==> src/rtl/mul_result_accumulator.sv <==
// Sums BLOCK_LEN consecutive multiplier products and presents each block total on a valid/ready port.
// Optional ACC_SATURATE_EN: clamp the accumulator to all-ones on overflow instead of wrapping.
module mul_result_accumulator #(
    parameter int unsigned BLOCK_LEN = 4,
    parameter int unsigned ACC_W     = 72
) (
    input  logic                             clk,
    input  logic                             rst,
    input  logic                             done,
    input  logic [63:0]                      result,
    input  logic                             clear,
    output logic                             out_valid,
    input  logic                             out_ready,
    output logic [ACC_W-1:0]                 acc_out,
    output logic [$clog2(BLOCK_LEN+1)-1:0]   acc_count,
    output logic                             overflow,
    output logic                             lost
);

    localparam int unsigned CNT_W = $clog2(BLOCK_LEN + 1);
    localparam int unsigned SUM_W = ACC_W + 1;

    typedef enum logic {
        ACCUM = 1'b0,
        HOLD  = 1'b1
    } state_t;

    state_t             state_q, state_d;
    logic               done_q;
    logic [ACC_W-1:0]   acc_d;
    logic [CNT_W-1:0]   count_d;
    logic               ovf_d;
    logic               lost_d;
    logic               valid_d;

    logic               capture_c;
    logic [SUM_W-1:0]   sum_c;
    logic               carry_c;
    logic [ACC_W-1:0]   add_c;
    logic               last_c;

    // Product adder with carry tracking; saturation keeps all-ones for the rest of the block.
    always_comb begin
        capture_c = done & ~done_q;
        sum_c     = {1'b0, acc_out} + SUM_W'(result);
        carry_c   = sum_c[ACC_W];
`ifdef ACC_SATURATE_EN
        add_c     = (carry_c || overflow) ? {ACC_W{1'b1}} : sum_c[ACC_W-1:0];
`else
        add_c     = sum_c[ACC_W-1:0];
`endif
        last_c    = (acc_count == CNT_W'(BLOCK_LEN - 1));
    end

    // Next-state and next-output logic.
    always_comb begin
        state_d = state_q;
        acc_d   = acc_out;
        count_d = acc_count;
        ovf_d   = overflow;
        lost_d  = lost;
        valid_d = out_valid;

        if (clear) begin
            state_d = ACCUM;
            acc_d   = '0;
            count_d = '0;
            ovf_d   = 1'b0;
            lost_d  = 1'b0;
            valid_d = 1'b0;
        end else begin
            case (state_q)
                ACCUM: begin
                    if (capture_c) begin
                        acc_d   = add_c;
                        count_d = acc_count + CNT_W'(1);
                        ovf_d   = overflow | carry_c;
                        if (last_c) begin
                            state_d = HOLD;
                            valid_d = 1'b1;
                        end
                    end
                end
                HOLD: begin
                    if (out_ready) begin
                        if (capture_c) begin
                            // Product arriving with the handshake opens the next block.
                            acc_d   = ACC_W'(result);
                            count_d = CNT_W'(1);
                            ovf_d   = 1'b0;
                            if (BLOCK_LEN == 1) begin
                                state_d = HOLD;
                                valid_d = 1'b1;
                            end else begin
                                state_d = ACCUM;
                                valid_d = 1'b0;
                            end
                        end else begin
                            state_d = ACCUM;
                            acc_d   = '0;
                            count_d = '0;
                            ovf_d   = 1'b0;
                            valid_d = 1'b0;
                        end
                    end else if (capture_c) begin
                        lost_d = 1'b1;
                    end
                end
                default: begin
                    state_d = ACCUM;
                end
            endcase
        end
    end

    // State and registered outputs; done_q tracks done even during clear.
    always_ff @(posedge clk or negedge rst) begin
        if (!rst) begin
            state_q   <= ACCUM;
            done_q    <= 1'b0;
            acc_out   <= '0;
            acc_count <= '0;
            overflow  <= 1'b0;
            lost      <= 1'b0;
            out_valid <= 1'b0;
        end else begin
            state_q   <= state_d;
            done_q    <= done;
            acc_out   <= acc_d;
            acc_count <= count_d;
            overflow  <= ovf_d;
            lost      <= lost_d;
            out_valid <= valid_d;
        end
    end

endmodule

==> config.mk <==
export PLATFORM = sky130hd
export DESIGN_NAME = mul_result_accumulator
export DESIGN_NICKNAME = d
export VERILOG_FILES = /design/src/rtl/mul_result_accumulator.sv
export SDC_FILE = /design/constraint.sdc
export NUM_CORES = 1
export LEC_CHECK = 0
export ABC_AREA = 1
export CAP_MARGIN = 25
export CORE_MARGIN = 1
export CORE_UTILIZATION = 45
export CTS_CLUSTER_DIAMETER = 200
export CTS_CLUSTER_SIZE = 20
export DETAILED_ROUTE_END_ITERATION = 8
export PLACE_DENSITY = 0.68
export SLEW_MARGIN = 20
export SYNTH_ARGS = -nofsm -noshare
export SYNTH_HDL_FRONTEND = slang
export SYNTH_SLANG_ARGS = --single-unit
export TNS_END_PERCENT = 100
==> constraint.sdc <==
create_clock -name clk -period 4.59 [get_ports clk]
set_clock_uncertainty 0.15 [all_clocks]
set_input_delay 0.459 -clock clk [delete_from_list [all_inputs] [get_ports clk]]
set_output_delay 0.459 -clock clk [all_outputs]
set_load 0.01 [all_outputs]
## After elaboration in Yosys (flattened, before gate mapping)

Index checks and enable logic that the tools add are counted.

| word-level totals | value |
|---|---|
| input bits | 69 |
| register bits after elaboration | 80 |
| output and inout port bits | 78 |

| operators by class | value |
|---|---|
| equal/unequal tests | 5 |
| bitwise logic cells | 4 |
| add/subtract/negate cells | 2 |
| reductions and logical operators | 5 |
| muxes and demuxes | 27 |

Operators with widths:

| kind | number |
|---|---|
| $mux 72 | 3 |
| $pmux 72 s2 | 1 |
| $add 72x64->73 | 1 |
| $mux 64 | 1 |
| $mux 1 | 15 |
| $mux 3 | 3 |
| $ne 3x3->1 const B | 3 |
| $pmux 1 s2 | 3 |
| $pmux 3 s2 | 1 |
| $reduce_and 3->1 | 2 |
| $reduce_bool 2->1 | 2 |
| $add 3x1->3 const B | 1 |
| $eq 3x2->1 const B | 1 |
| $ne 2x2->1 const B | 1 |
| $not 1->1 | 2 |
| $reduce_and 2->1 | 1 |
| $and 1x1->1 | 1 |
| $or 1x1->1 | 1 |

## Depth between registers and ports, before layout

Gate-level depths: netlist of the first run.

| logic depth | value |
|---|---|
| depth in word-level cells | 6 |
| gate-level depth with buffers | 17 |
| depth with buffers taken out | 17 |

## Least setup slack after synthesis of the first run

OpenSTA, ideal clock, no wires.

| timing | value |
|---|---|
| path kind | in2reg |
| start point | input result[0] |
| end point | register acc_out[68] |
| setup slack | 2.298 ns |
| cell stages on the path | 14 |
| library setup time | 0.119 ns |
| arrival | 2.023 ns |
| path through | ha_1 -> fa_1 -> nand3_1 -> nand3_1 -> nand3_1 -> nand3b_4 -> nand2_1 -> nand2_2 -> nand2_1 -> nand2_1 -> nand2_1 -> nand2_1 -> a21oi_1 -> nor2_1 |

| between the ends | value |
|---|---|
| word-level cells in the longest chain between the ends | 4 |

Ends and longest elaborated chain:

| item | line | RTL |
|---|---|---|
| start, declared | 10 | `input logic [63:0] result,` |
| $add 72x64->73 | 45 | `sum_c = {1'b0, acc_out} + SUM_W'(result);` |
| $mux 72 | 74 | `if (capture_c) begin` |
| $pmux 72 s2 | 72 | `case (state_q)` |
| $mux 72 | 64 | `if (clear) begin` |
| end signal, assigned | 121 | `acc_out <= '0;` |
| end signal, assigned | 129 | `acc_out <= acc_d;` |
| end, declared | 14 | `output logic [ACC_W-1:0] acc_out,` |

Every way passes these cells. The select of a mux whose other input is x is not followed.
A chain may end at the register's enable or synchronous reset.

## Worst setup path in the final report of the first run

| timing | value |
|---|---|
| start point | register state_q |
| end point | register acc_out[29] |

| between the ends | value |
|---|---|
| word-level cells in the longest chain between the ends | 3 |
| elaborated cells on any way between the ends | 6 |
| classes of those cells | eq/ne (2); mux (2); bitwise (1); reduce/logical (1) |

Ends and longest elaborated chain:

| item | line | RTL |
|---|---|---|
| start, declared | 28 | `state_t state_q, state_d;` |
| start signal, assigned | 127 | `state_q <= state_d;` |
| $not 1->1 | n/a |  |
| $pmux 72 s2 or $ne 3x3->1 (tied branches) | n/a |  |
| $mux 72 or $reduce_and 2->1 (tied branches) | n/a |  |

Parallel ways exist; a longest one is shown, timed or not.

==> results of run 1 <==
[Yosys cell counts, drive strengths merged]
library cell	number	share of area (%)
nand2	922	35
inv	336	12
nor2	144	6.2
nand3	91	4.7
dfrtp	80	19
a21oi	75	3.6
ha	66	8.0
o21ai	39	2.1
xnor2	26	2.2
buf	22	1.1
nor3	20	1.2
nand3b	18	1.5
clkbuf	11	0.40
a22o	7	0.59
clkinv	6	0.22
a22oi	4	0.29
nand4	4	0.24
nor4	4	0.24
o21bai	4	0.29
a2bb2oi	2	0.17
o22ai	2	0.12
a21boi	1	0.073
a21o	1	0.073
and2	1	0.061
fa	1	0.19
o21a	1	0.073
or2	1	0.061
xor2	1	0.085
[how the worst max path moves through the flow]
stage                        to  slack [ps]  cells past startpoint
CTS                 acc_out[68]        1730                     15
global placement    acc_out[68]        1360                     15
floorplan           acc_out[68]        2300                     14
global route         acc_out[4]        1450                      8
detailed placement  acc_out[68]        1360                     15
finish              acc_out[29]        1680                      9
[power by group through the flow]
stage,Combinational (W),Sequential (W),Clock (W)
2_1_floorplan,0.00311,0.00126,0
4_1_cts,0.00487,0.00120,0.000761
3_3_place_gp,0.00482,0.00120,0
6_report,0.00493,0.00120,0.000752
3_5_place_dp,0.00485,0.00120,0
5_1_grt,0.00546,0.00123,0.000781
[metal layers]
layer  part of all wire, %  global-route usage [%]  vias to the layer above
met5                     0                       0                        -
met4                   3.6                    12.5                        0
met3                   6.8                    3.24                       65
li1                      -                       -                     5984
met1                    48                    46.8                     5260
met2                    41                    47.6                      444
[registers in the layout, indices dropped and copies added, names as in the netlist]
| register | cells |
|---|---|
| lost | 1 |
| acc_out | 72 |
| out_valid | 1 |
| acc_count | 3 |
| overflow | 1 |
| done_q | 1 |
| state_q | 1 |
[kinds of logic after synthesis]
family,synth area share [%]
compound gates,7.46
simple gates,48.8
fa+ha+maj,8.19
flops,19.4
buf+inv,13.9
xor+xnor,2.29
[per-stage QoR]
step	worst slack, ps	utilization [%]	hold WS (ps)	cell area (um^2)
floorplan	2300	-	13.4	10300
global placement	1360	53.4	343	12100
detailed placement	1360	53.4	342	12100
CTS	1730	54.7	83.3	12300
global route	1450	54.7	113	12300
finish	1680	54.7	55.8	12300
[layout make-up]
cell class	instances	area share, %
multi-input cells	1435	55.9
flip-flops and latches	80	16.2
repair buffers	154	12.3
inverters	342	10.4
well taps	285	2.89
clock buffers	10	1.86
clock inverters	6	0.426
==> impl_metrics.ini, run 1 <==
[placement]
hpwlAfterDp_um = 29900
gp_congestion = 1.02
portBuffers = 146
dp_cells = 2296

[sta]
min_period_over_period_pct = 63.4
fmax_ghz = 0.344
tns_ps = 0
rsz0062_at_grt = no
max_slew_margin_pct = 42.4
finalWorstPathRequiredPeriod_ps = 2910
setup_viol = 0
worstMarginPinSlew_ps = 864
finalHoldViolations = 0
slew_violations = 0

[worst_setup_path]
reg2reg_slack_ps = 1680
rr_worst_depth = 9
arrival_ps = 3050
crit_path_top_delay_cell = dfrtp_1
required_ps = 4730
cpLargestDelayFamily = simple AND/OR/NAND/NOR gates
path_cells = nor2_2 > nor2_2 > inv_2 > nand2_2 > inv_2 > nor2_4 > buf_4 > nand3_1 > nand2_1
crit_fanout = 23
worstReg2RegStart = state_q
crit_path_max_incr_delay_ps = 770
cp.buffers_inverters = 3
crit_type = register to register
cp-start-kind = register
end_kind = register
worstReg2RegEnd = acc_out[29]
worstSetupStartpoint = state_q

[synthesis]
syn_avg_cell_area_um2 = 5.47
synth_cells = 1890
ys_ff_latch = 80
synth_seq_area_share_pct = 19.4
synthesis.area_mm2 = 0.0103
ys_types = 41
synth_fp_nets = 2026
yosysWarnings = 0

[detailed_routing]
wl_per_cell_um = 16.1
drcViolationCount = 2
vias = 11800
routed_wl_um = 37200
drt_pass1_iterations = 7
drtIter0Drc = 941
vias_per_cell = 5.08
antenna_left = 0

[clock_tree]
clock_sinks = 80
cts_buffer_depth = 2
ctsHoldBuffers = 0
clkLatencyLatePin_ps = 360
cts_htree_levels = 3
cts.reportedPaths.clkPinSlew_ps = 70
cts_tree = yes
cts_buffers = 9
root_buffer = clkbuf_16
post_cts_resized = 0
cts_setup_buffers = 0

[cells_and_area]
finalNonFillerCells = 2312
multi_input_area_mm2 = 0.00689
drive_above_1_share_pct = 6.91
finalNetCount = 2158
fillers = 2403
layout_commonest_cell = nand2_1
diodes = 0
syn_to_final_growth_pct = 19.4
final_cell_mix = nand2_1 (881), inv_1 (317), clkdlybuf4s50_1 (145)
seq_area_mm2 = 0.00200

[global_routing]
grt_pass1_vias = 10700
grt_pass1_wl_um = 58300
overflow = 0
grt_use_total_pct = 31.9
grt_max_degree = 67
grt_antenna_before_repair = 0

[power]
pwr-share-seq_pct = 17.4
power_frac_clock_pct = 10.9
p_leak_nw = 6.98
ir_worst_vdd_mv = 0.204
switching_share_pct = 54.0
power_frac_comb_pct = 71.7
p_switching_w = 0.00372
p_per_area_mw_per_mm2 = 558
internal-power_w = 0.00316
finalPower_w = 0.00688

[floorplan]
core_mm2 = 0.0226
die_height_um = 154
fp.dieArea_mm2 = 0.0236
pin_count = 147
row_count = 55
initial_core_util_pct = 45.8
dieWidth_um = 154

[hold_path]
hp-class = primary input to async pin

[status]
violations = design-rule violations
status = finished with violations

[flow_run]
maxCapViolCount = 0
Power figures use the tool's default switching activity.
==> run 2, diff against run 1 <==
--- a/config.mk
+++ b/config.mk
@@ -12,7 +12,7 @@
 export CTS_CLUSTER_DIAMETER = 200
 export CTS_CLUSTER_SIZE = 20
 export DETAILED_ROUTE_END_ITERATION = 8
-export PLACE_DENSITY = 0.68
+export PLACE_DENSITY = 0.71
 export SLEW_MARGIN = 20
 export SYNTH_ARGS = -nofsm -noshare
 export SYNTH_HDL_FRONTEND = slang
==> constraint.sdc (replaced) <==
create_clock -name clk -period 2.41 [get_ports clk]
set_clock_uncertainty 0.15 [all_clocks]
set_input_delay 0.241 -clock clk [delete_from_list [all_inputs] [get_ports clk]]
set_output_delay 0.241 -clock clk [all_outputs]
set_load 0.01 [all_outputs]
==> impl_metrics.ini, run 2 (synthesis gave the netlist of run 1 again) <==
[global_routing]
grt_pass1_vias = 11900
grt_antenna_before_repair = 0
grt_pass1_wl_um = 64500
grt_max_degree = 81
grt_use_total_pct = 35.4
overflow = 0

[cells_and_area]
fin_util_pct = 72.6
largest_reg_flops = 72
layout_commonest_cell = nand2_1
finalNonFillerCells = 2597
drive_above_1_share_pct = 31.0
final_cell_mix = nand2_1 (768), inv_1 (304), buf_4 (281)
diodes = 0
syn_to_final_growth_pct = 58.6
finalNetCount = 2443
regMostFlops = acc_out
fillers = 1892
biggestRegsByFlops = acc_out: 72 flops, acc_count: 3 flops

[sta]
finalHoldViolations = 0
fmax_ghz = 0.415
rsz0062_at_grt = yes
finalWorstPathRequiredPeriod_ps = 2410
slew_violations = 0
max_slew_margin_pct = 60.1
setup_ws_ps = -0.389
min_period_over_period_pct = 100
setup_viol = 1
worstMarginPinSlew_ps = 599

[clock_tree]
cts_buffer_depth = 2
cts_htree_levels = 3
root_buffer = clkbuf_16
clock_sinks = 80
cts_buffers = 9
cts_tree = yes
cts.reportedPaths.clkPinSlew_ps = 80
clkLatencyLatePin_ps = 380

[floorplan]
initial_core_util_pct = 45.8
die_height_um = 154
dieWidth_um = 154
pin_count = 147
core_mm2 = 0.0226
row_count = 55
fp.dieArea_mm2 = 0.0236

[power]
p_leak_nw = 8.73
finalPower_w = 0.0183
ir_worst_vdd_mv = 0.616
p_per_area_mw_per_mm2 = 1120

[worst_setup_path]
reg2reg_slack_ps = -0.4
cp-start-kind = register
crit_type = register to register
crit_fanout = 4
worstSetupStartpoint = acc_out[0]
required_ps = 2530
arrival_ps = 2530
worstReg2RegStart = acc_out[0]
rr_worst_depth = 13
end_kind = register
worstReg2RegEnd = acc_out[24]

[detailed_routing]
drtIter0Drc = 1077
drt_pass1_iterations = 7
drcViolationCount = 2
wl_met2_um = 19400
vias_per_cell = 5.10
routed_wl_um = 43900
antenna_left = 0
wl_per_cell_um = 16.9
met3_length_um = 3060
vias = 13200
wl_met1_um = 19800
top_layer_used = met4

[status]
violations = design-rule violations, negative setup slack
status = finished with violations

[placement]
gp_congestion = 1.03
hpwlAfterDp_um = 33400
dp_cells = 2553
portBuffers = 146

[hold_path]
hold_depth = 4
hp-start = result[10]
hp-class = primary input to register
hold_path_end = acc_out[10]

[flow_run]
maxCapViolCount = 0
[run 2: changes by cell type in the layout (fill, tap and decap cells not counted), sizes merged]
cell,change
bufinv,+2
clkinvlp,-1
dlymetal6s2s,+1
buf,+284
dlygate4sd3,+1
clkbuf,-1
clkdlybuf4s50,-1
[run 2: how the worst max path moves through the flow]
stage | slack, ps | depth (start not counted) | to
5_1_grt | -120 | 13 | acc_out[28]
3_3_place_gp | -510 | 16 | acc_out[62]
6_report | -0.4 | 13 | acc_out[24]
4_1_cts | 0.3 | 15 | acc_out[37]
2_1_floorplan | 160 | 14 | acc_out[68]
3_5_place_dp | -480 | 15 | acc_out[71]
[run 2: what timing repair did]
action	in CTS	in global routing
pin swaps	1	79
hold buffers	1	0
setup endpoints to repair	33	54
buffers inserted	0	27
gates resized for setup	51	337
endpoints found under the hold margin	80	0
[run 2: layer usage]
metal / GRT usage, % / up-vias
met4: 13.7 / 0
li1: - / 6550
met3: 3.49 / 82
met5: 0 / -
met2: 54.6 / 489
met1: 50.7 / 6118
[run 2: cell type report]
cell class / count / area, um^2 / share of cell area, %
multi-input cells: 1435 / 8640 / 52.7
repair buffers: 439 / 3780 / 23.1
flip-flops and latches: 80 / 2000 / 12.2
inverters: 342 / 1280 / 7.84
well taps: 285 / 357 / 2.18
clock buffers: 9 / 225 / 1.37
clock inverters: 7 / 95.1 / 0.580
[run 2: report_power, final]
part / internal, W / total (W) / leakage (nW) / switching (W)
combinational: 0.00667 / 0.0144 / 7.53 / 0.00771
sequential: 0.00181 / 0.00231 / 1.05 / 0.000503
clock: 0.000913 / 0.00164 / 0.156 / 0.000727
[run 2: metrics by stage]
step	cell area [um^2]	setup slack [ps]	hold slack, ps	setup TNS (ps)
2_1_floorplan	10300	159	-205	0
3_3_place_gp	14100	-508	164	-18250
3_5_place_dp	14100	-479	170	-19920
4_1_cts	14700	0.349	189	0
5_1_grt	16400	-119	215	-1650
6_report	16400	-0.389	188	-0.389
[run 2: worst max-delay path, stage by stage, from the launching register on]
cell and delay [ps]:
dfrtp_1 420, ha_4 180, fa_2 400, nand3_2 120
nand3_4 100, nand2_2 90, nand2_4 70, nand2_2 100
nand3_4 110, buf_4 170, xnor2_1 180, nand2_1 90
nand3_1 70, nand2_1 50
==> run 3, diff against run 2 <==
--- a/config.mk
+++ b/config.mk
@@ -9,10 +9,11 @@
 export CAP_MARGIN = 25
 export CORE_MARGIN = 1
 export CORE_UTILIZATION = 45
-export CTS_CLUSTER_DIAMETER = 200
+export CTS_CLUSTER_DIAMETER = 30
 export CTS_CLUSTER_SIZE = 20
 export DETAILED_ROUTE_END_ITERATION = 8
 export PLACE_DENSITY = 0.71
+export REMOVE_ABC_BUFFERS = 1
 export SLEW_MARGIN = 20
 export SYNTH_ARGS = -nofsm -noshare
 export SYNTH_HDL_FRONTEND = slang
==> impl_metrics.ini, run 3 (synthesis gave the netlist of run 1 again) <==
[flow_run]
maxCapViolCount = 0

[detailed_routing]
antenna_left = 0
vias_per_cell = 5.11
drt_pass1_iterations = 7
wl_per_cell_um = 17.1
drcViolationCount = 0
routed_wl_um = 44000
vias = 13100
drtIter0Drc = 1109

[clock_tree]
cts_buffers = 9
clkLatencyLatePin_ps = 370
root_buffer = clkbuf_16
cts_tree = yes
clock_sinks = 80
cts_htree_levels = 3
cts.reportedPaths.clkPinSlew_ps = 80
cts_buffer_depth = 2

[floorplan]
core_mm2 = 0.0226
initial_core_util_pct = 45.8
fp.dieArea_mm2 = 0.0236
dieWidth_um = 154
pin_count = 147
row_count = 55
die_height_um = 154

[hold_path]
hp-start = result[4]
hp-class = primary input to register

[sta]
setup_viol = 0
finalWorstPathRequiredPeriod_ps = 2370
fmax_ghz = 0.422
slew_violations = 0
finalHoldViolations = 0
worstMarginPinSlew_ps = 588
max_slew_margin_pct = 60.8
rsz0062_at_grt = yes
min_period_over_period_pct = 98.2
tns_ps = 0

[power]
ir_worst_vdd_mv = 0.547
p_per_area_mw_per_mm2 = 1100
p_leak_nw = 8.49

[cells_and_area]
layout_commonest_cell = nand2_1
final_cell_mix = nand2_1 (809), inv_1 (312), buf_4 (256)
syn_to_final_growth_pct = 52.6
fillers = 2046
finalNetCount = 2418
diodes = 0
regMostFlops = acc_out
drive_above_1_share_pct = 26.5
largest_reg_flops = 72
fin_util_pct = 69.8
biggestRegsByFlops = acc_out: 72 flops, acc_count: 3 flops

[worst_setup_path]
crit_type = register to register
cp-start-kind = register
required_ps = 2520
worstSetupStartpoint = acc_out[7]
arrival_ps = 2480
worstReg2RegStart = acc_out[7]
end_kind = register
crit_fanout = 3

[global_routing]
grt_max_degree = 50
grt_pass1_wl_um = 65800
grt_use_total_pct = 36.4
grt_antenna_before_repair = 1
grt_pass1_vias = 12100
overflow = 0

[placement]
portBuffers = 146
gp_congestion = 1.03
hpwlAfterDp_um = 34800

[status]
status = finished clean
[run 3: cell count changes in the layout (fill, tap and decap cells not counted), sizes merged]
| cell | before | now |
|---|---|---|
| clkbuf | 9 | 11 |
| clkdlybuf4s50 | 144 | 138 |
| clkinv | 7 | 8 |
| buf | 293 | 268 |
| dlymetal6s2s | 1 | 7 |
| inv | 339 | 336 |
[run 3: where the power goes]
part | switching (W) | total, W | internal, W
clock | 0.000699 | 0.00161 | 0.000913
sequential | 0.000527 | 0.00233 | 0.00181
combinational | 0.00720 | 0.0134 | 0.00623
total | 0.00842 | 0.0174 | 0.00895
[run 3: area by class of cell]
| type | instances | area [um^2] | share of cell area [%] |
|---|---|---|---|
| sequential | 80 | 2000 | 12.7 |
| inverter | 342 | 1280 | 8.14 |
| tap | 285 | 357 | 2.26 |
| multi-input combinational | 1435 | 8210 | 52.1 |
| clock inverter | 5 | 81.3 | 0.516 |
| timing repair buffer | 414 | 3600 | 22.8 |
| clock buffer | 11 | 233 | 1.48 |
[run 3: layer usage]
layer,GRT usage [%],wire (um),up-vias
li1,-,-,6518
met1,51.1,20000,6050
met2,55.3,19200,499
met3,7.07,3680,66
met4,12.7,1150,2
met5,0,13,-
[run 3: final timing paths]
check,depth (start not counted),slack [ps],to
setup reg to reg,17,40,acc_out[68]
hold reg to reg,2,370,acc_out[56]
setup / recovery,17,40,acc_out[68]
max in group asynchronous,3,1140,state_q
hold / removal,3,130,acc_out[4]
min in group asynchronous,2,210,acc_out[15]
[run 3: worst max-delay path: stages, from the launching register on]
cell and delay (ps):
dfrtp_1 430, ha_4 270, buf_6 120, nand2_2 80
buf_4 140, inv_2 40, nand2_1 50, nand2_1 60
nand2_2 70, nand3b_4 160, nand2_4 120, nand2_4 60
nand2_2 80, nand2_2 80, nand2_2 80, nand2_4 70
a21oi_2 140, nor2_1 60
[run 3: per-stage QoR]
| step | cells | total power, W | area, um^2 | hold slack [ps] | setup WS, ps |
|---|---|---|---|---|---|
| after floorplan | 1857 | 0.00828 | 10200 | -205 | -1900 |
| after global placement | 2530 | 0.0135 | 13900 | 73.6 | -561 |
| after detailed placement | 2530 | 0.0136 | 13900 | 77.5 | -545 |
| after CTS | 2548 | 0.0155 | 14400 | 193 | -3.44 |
| after global routing | 2572 | 0.0186 | 15800 | 175 | -64.1 |
| final | 2572 | 0.0174 | 15800 | 132 | 42.6 |
[run 3: what timing repair did]
action	4_1_cts	5_1_grt
endpoints found under the setup margin	35	57
hold buffers	1	0
buffers inserted	1	24
endpoints found under the hold margin	31	0
pin swaps	4	45
gates resized for setup	38	235
==> edit (settings of run 2) <==
`BLOCK_LEN`: 4 -> 8.
--- a/src/rtl/mul_result_accumulator.sv
+++ b/src/rtl/mul_result_accumulator.sv
@@ -3,3 +3,3 @@
 module mul_result_accumulator #(
-    parameter int unsigned BLOCK_LEN = 4,
+    parameter int unsigned BLOCK_LEN = 8,
     parameter int unsigned ACC_W     = 72
Ports: changed (resized acc_count); port bits go from 147 to 148. No check against the original RTL was run, so the function may have changed too.
==> edit against run 2 <==
The run ends with setup timing left. Total power decreased by 6.7%. Setup slack got worse by 0.046 ns. Routed wire length increased by 3.3%. Synthesized cell count increased by 0.37%. Final cell count about the same. Sequential cell count increased by 1. Highest routed layer unchanged. Cell area decreased by 0.70%. Synthesized area decreased by 0.63%.
==> edit: results (changes against run 2) <==
top cell category: multi-input gates
WL/cell: 17.47 um (+3.4%)
Async SR Flop Fraction: 1.000 (unchanged)
Via density: 5.228 (+2.5%)
top post-synthesis cells by area: nand2_1 (33%), dfrtp_1 (20%), inv_1 (12%)
pin count of the biggest net entering global routing: 65 (-20%)
Mapped Cells: 1897 (+0.37%)
# clk buffers: 10 (+1)
clk cell area share: 0.01869 (-0.0008616)
Fill cells: 1831 (-3.2%)
P_int: 8.763 mW (-6.7%)
worst vdd ir: 590.5 uV (-4.2%)
Place WS: -0.4504 ns (+0.02849 ns)
area delta synth->final: 58.47% (about the same)
PnR worst setup slack: -0.04635 ns (-0.04596 ns)
CTS buffer count: 9 (unchanged)
setup TNS: -0.05585 ns (-0.05546 ns)
Commonest cells post-synth: nand2_1 (889), inv_1 (333), nor2_1 (134)
crit path DAT: 2.55 ns (+0.02 ns)
syn nets: 2032 (+0.30%)
buffer share of cell area: 0.2292 (-0.001444)
Yosys cell types: 39 (-4.9%)
post-DP HPWL: 34070 um (+1.9%)
Detailed Route Iter0 Violations: 1204 (+12%)
Slowest cell on crit path: fa_2
placed instance area: 13930 um^2 (-1.1%)
Leakage: 8.661 nW (-0.79%)
PortBufs: 147 (+0.68%)
clock sink count: 81 (+1.3%)
die area: 23420 um^2 (-0.62%)
dpl cells: 2551 (-0.078%)
status: finished with violations
clock latency on the worst-skew pair: 0.37 ns
Largest regs: acc_out x72, acc_count x4
inverters: 343 (+0.29%)
clk buf depth: 2 (unchanged)
first-pass GRT wire length: 65520 um (+1.5%)
#MultiIn Comb: 1441 (+0.42%)
vias in the first global route: 12280 (+3.0%)
Global Route Usage Sum: 0.3633 (+0.009257)
Synth Warn #: 0 (unchanged)
nets: 2447 (+0.16%)
violated checks: setup timing
area of the multi-input gates: 8563 um^2 (-0.88%)
Non-clock buffers: 436 (-0.68%)
Final GP Congestion: 1.045 (+1.2%)
sequential cell area share: 0.1247 (+0.002404)
Largest register FFs: 72 (unchanged)
Seq/Total Area, Yosys: 0.1975 (+0.003666)
clock-pin slew on the worst setup and hold paths: 0.08 ns (about the same)
drt first pass iters: 6 (-1)
WHS: 0.1177 ns (-0.07072 ns)
Final Setup Violations: 2 (+1)
fin cells: 2596 (-0.039%)
worst slew pin tran: 0.6035 ns (+0.004922 ns)
proportion of layout cells with a drive suffix above 1: 0.2932 (-0.01651)
FF-to-FF setup slack: -0.05 ns (-0.05 ns)
==> edit: power by group through the flow <==
stage | Clock [mW] | Sequential (mW) | Combinational, mW
6_report | 1.55 | 2.28 | 13.3
3_3_place_gp | 0 | 2.11 | 10.5
2_1_floorplan | 0 | 2.33 | 5.32
5_1_grt | 1.59 | 2.32 | 14.3
4_1_cts | 1.54 | 2.13 | 11.0
3_5_place_dp | 0 | 2.13 | 10.7
==> edit: final timing paths <==
path / from / to / cells after the start
max reg2reg: acc_out[0]$_DFFE_PN0P_ / acc_out[64]$_DFFE_PN0P_ / 14
max in group asynchronous: rst / acc_out[57]$_DFFE_PN0P_ / 3
min reg2reg: acc_out[57]$_DFFE_PN0P_ / acc_out[57]$_DFFE_PN0P_ / 2
min: result[13] / acc_out[13]$_DFFE_PN0P_ / 3
max: acc_out[0]$_DFFE_PN0P_ / acc_out[64]$_DFFE_PN0P_ / 14
min in group asynchronous: rst / done_q$_DFF_PN0_ / 2
==> edit: layer usage <==
layer | GRT usage | share of wire | routed length, um
met1 | 0.5381 | 0.45 | 20400
met4 | 0.1313 | 0.031 | 1396
met3 | 0.05529 | 0.096 | 4333
met2 | 0.5271 | 0.42 | 19220
met5 | 0 | 0 | 0
==> edit: what timing repair did <==
item / CTS / global route
hold endpoints to repair: 39 / 0
pin swaps: 3 / 82
setup buffers: 1 / 28
resized for setup: 48 / 350
setup endpoints to repair: 42 / 56
hold buffers: 1 / 0
==> edit: cells by family after synthesis <==
logic type,after synthesis,share of synthesized area
buf+inv,375,0.1407
fa+ha+maj,66,0.08118
xor+xnor,26,0.02218
simple gates,1209,0.4844
compound gates,140,0.07411
flops,81,0.1975
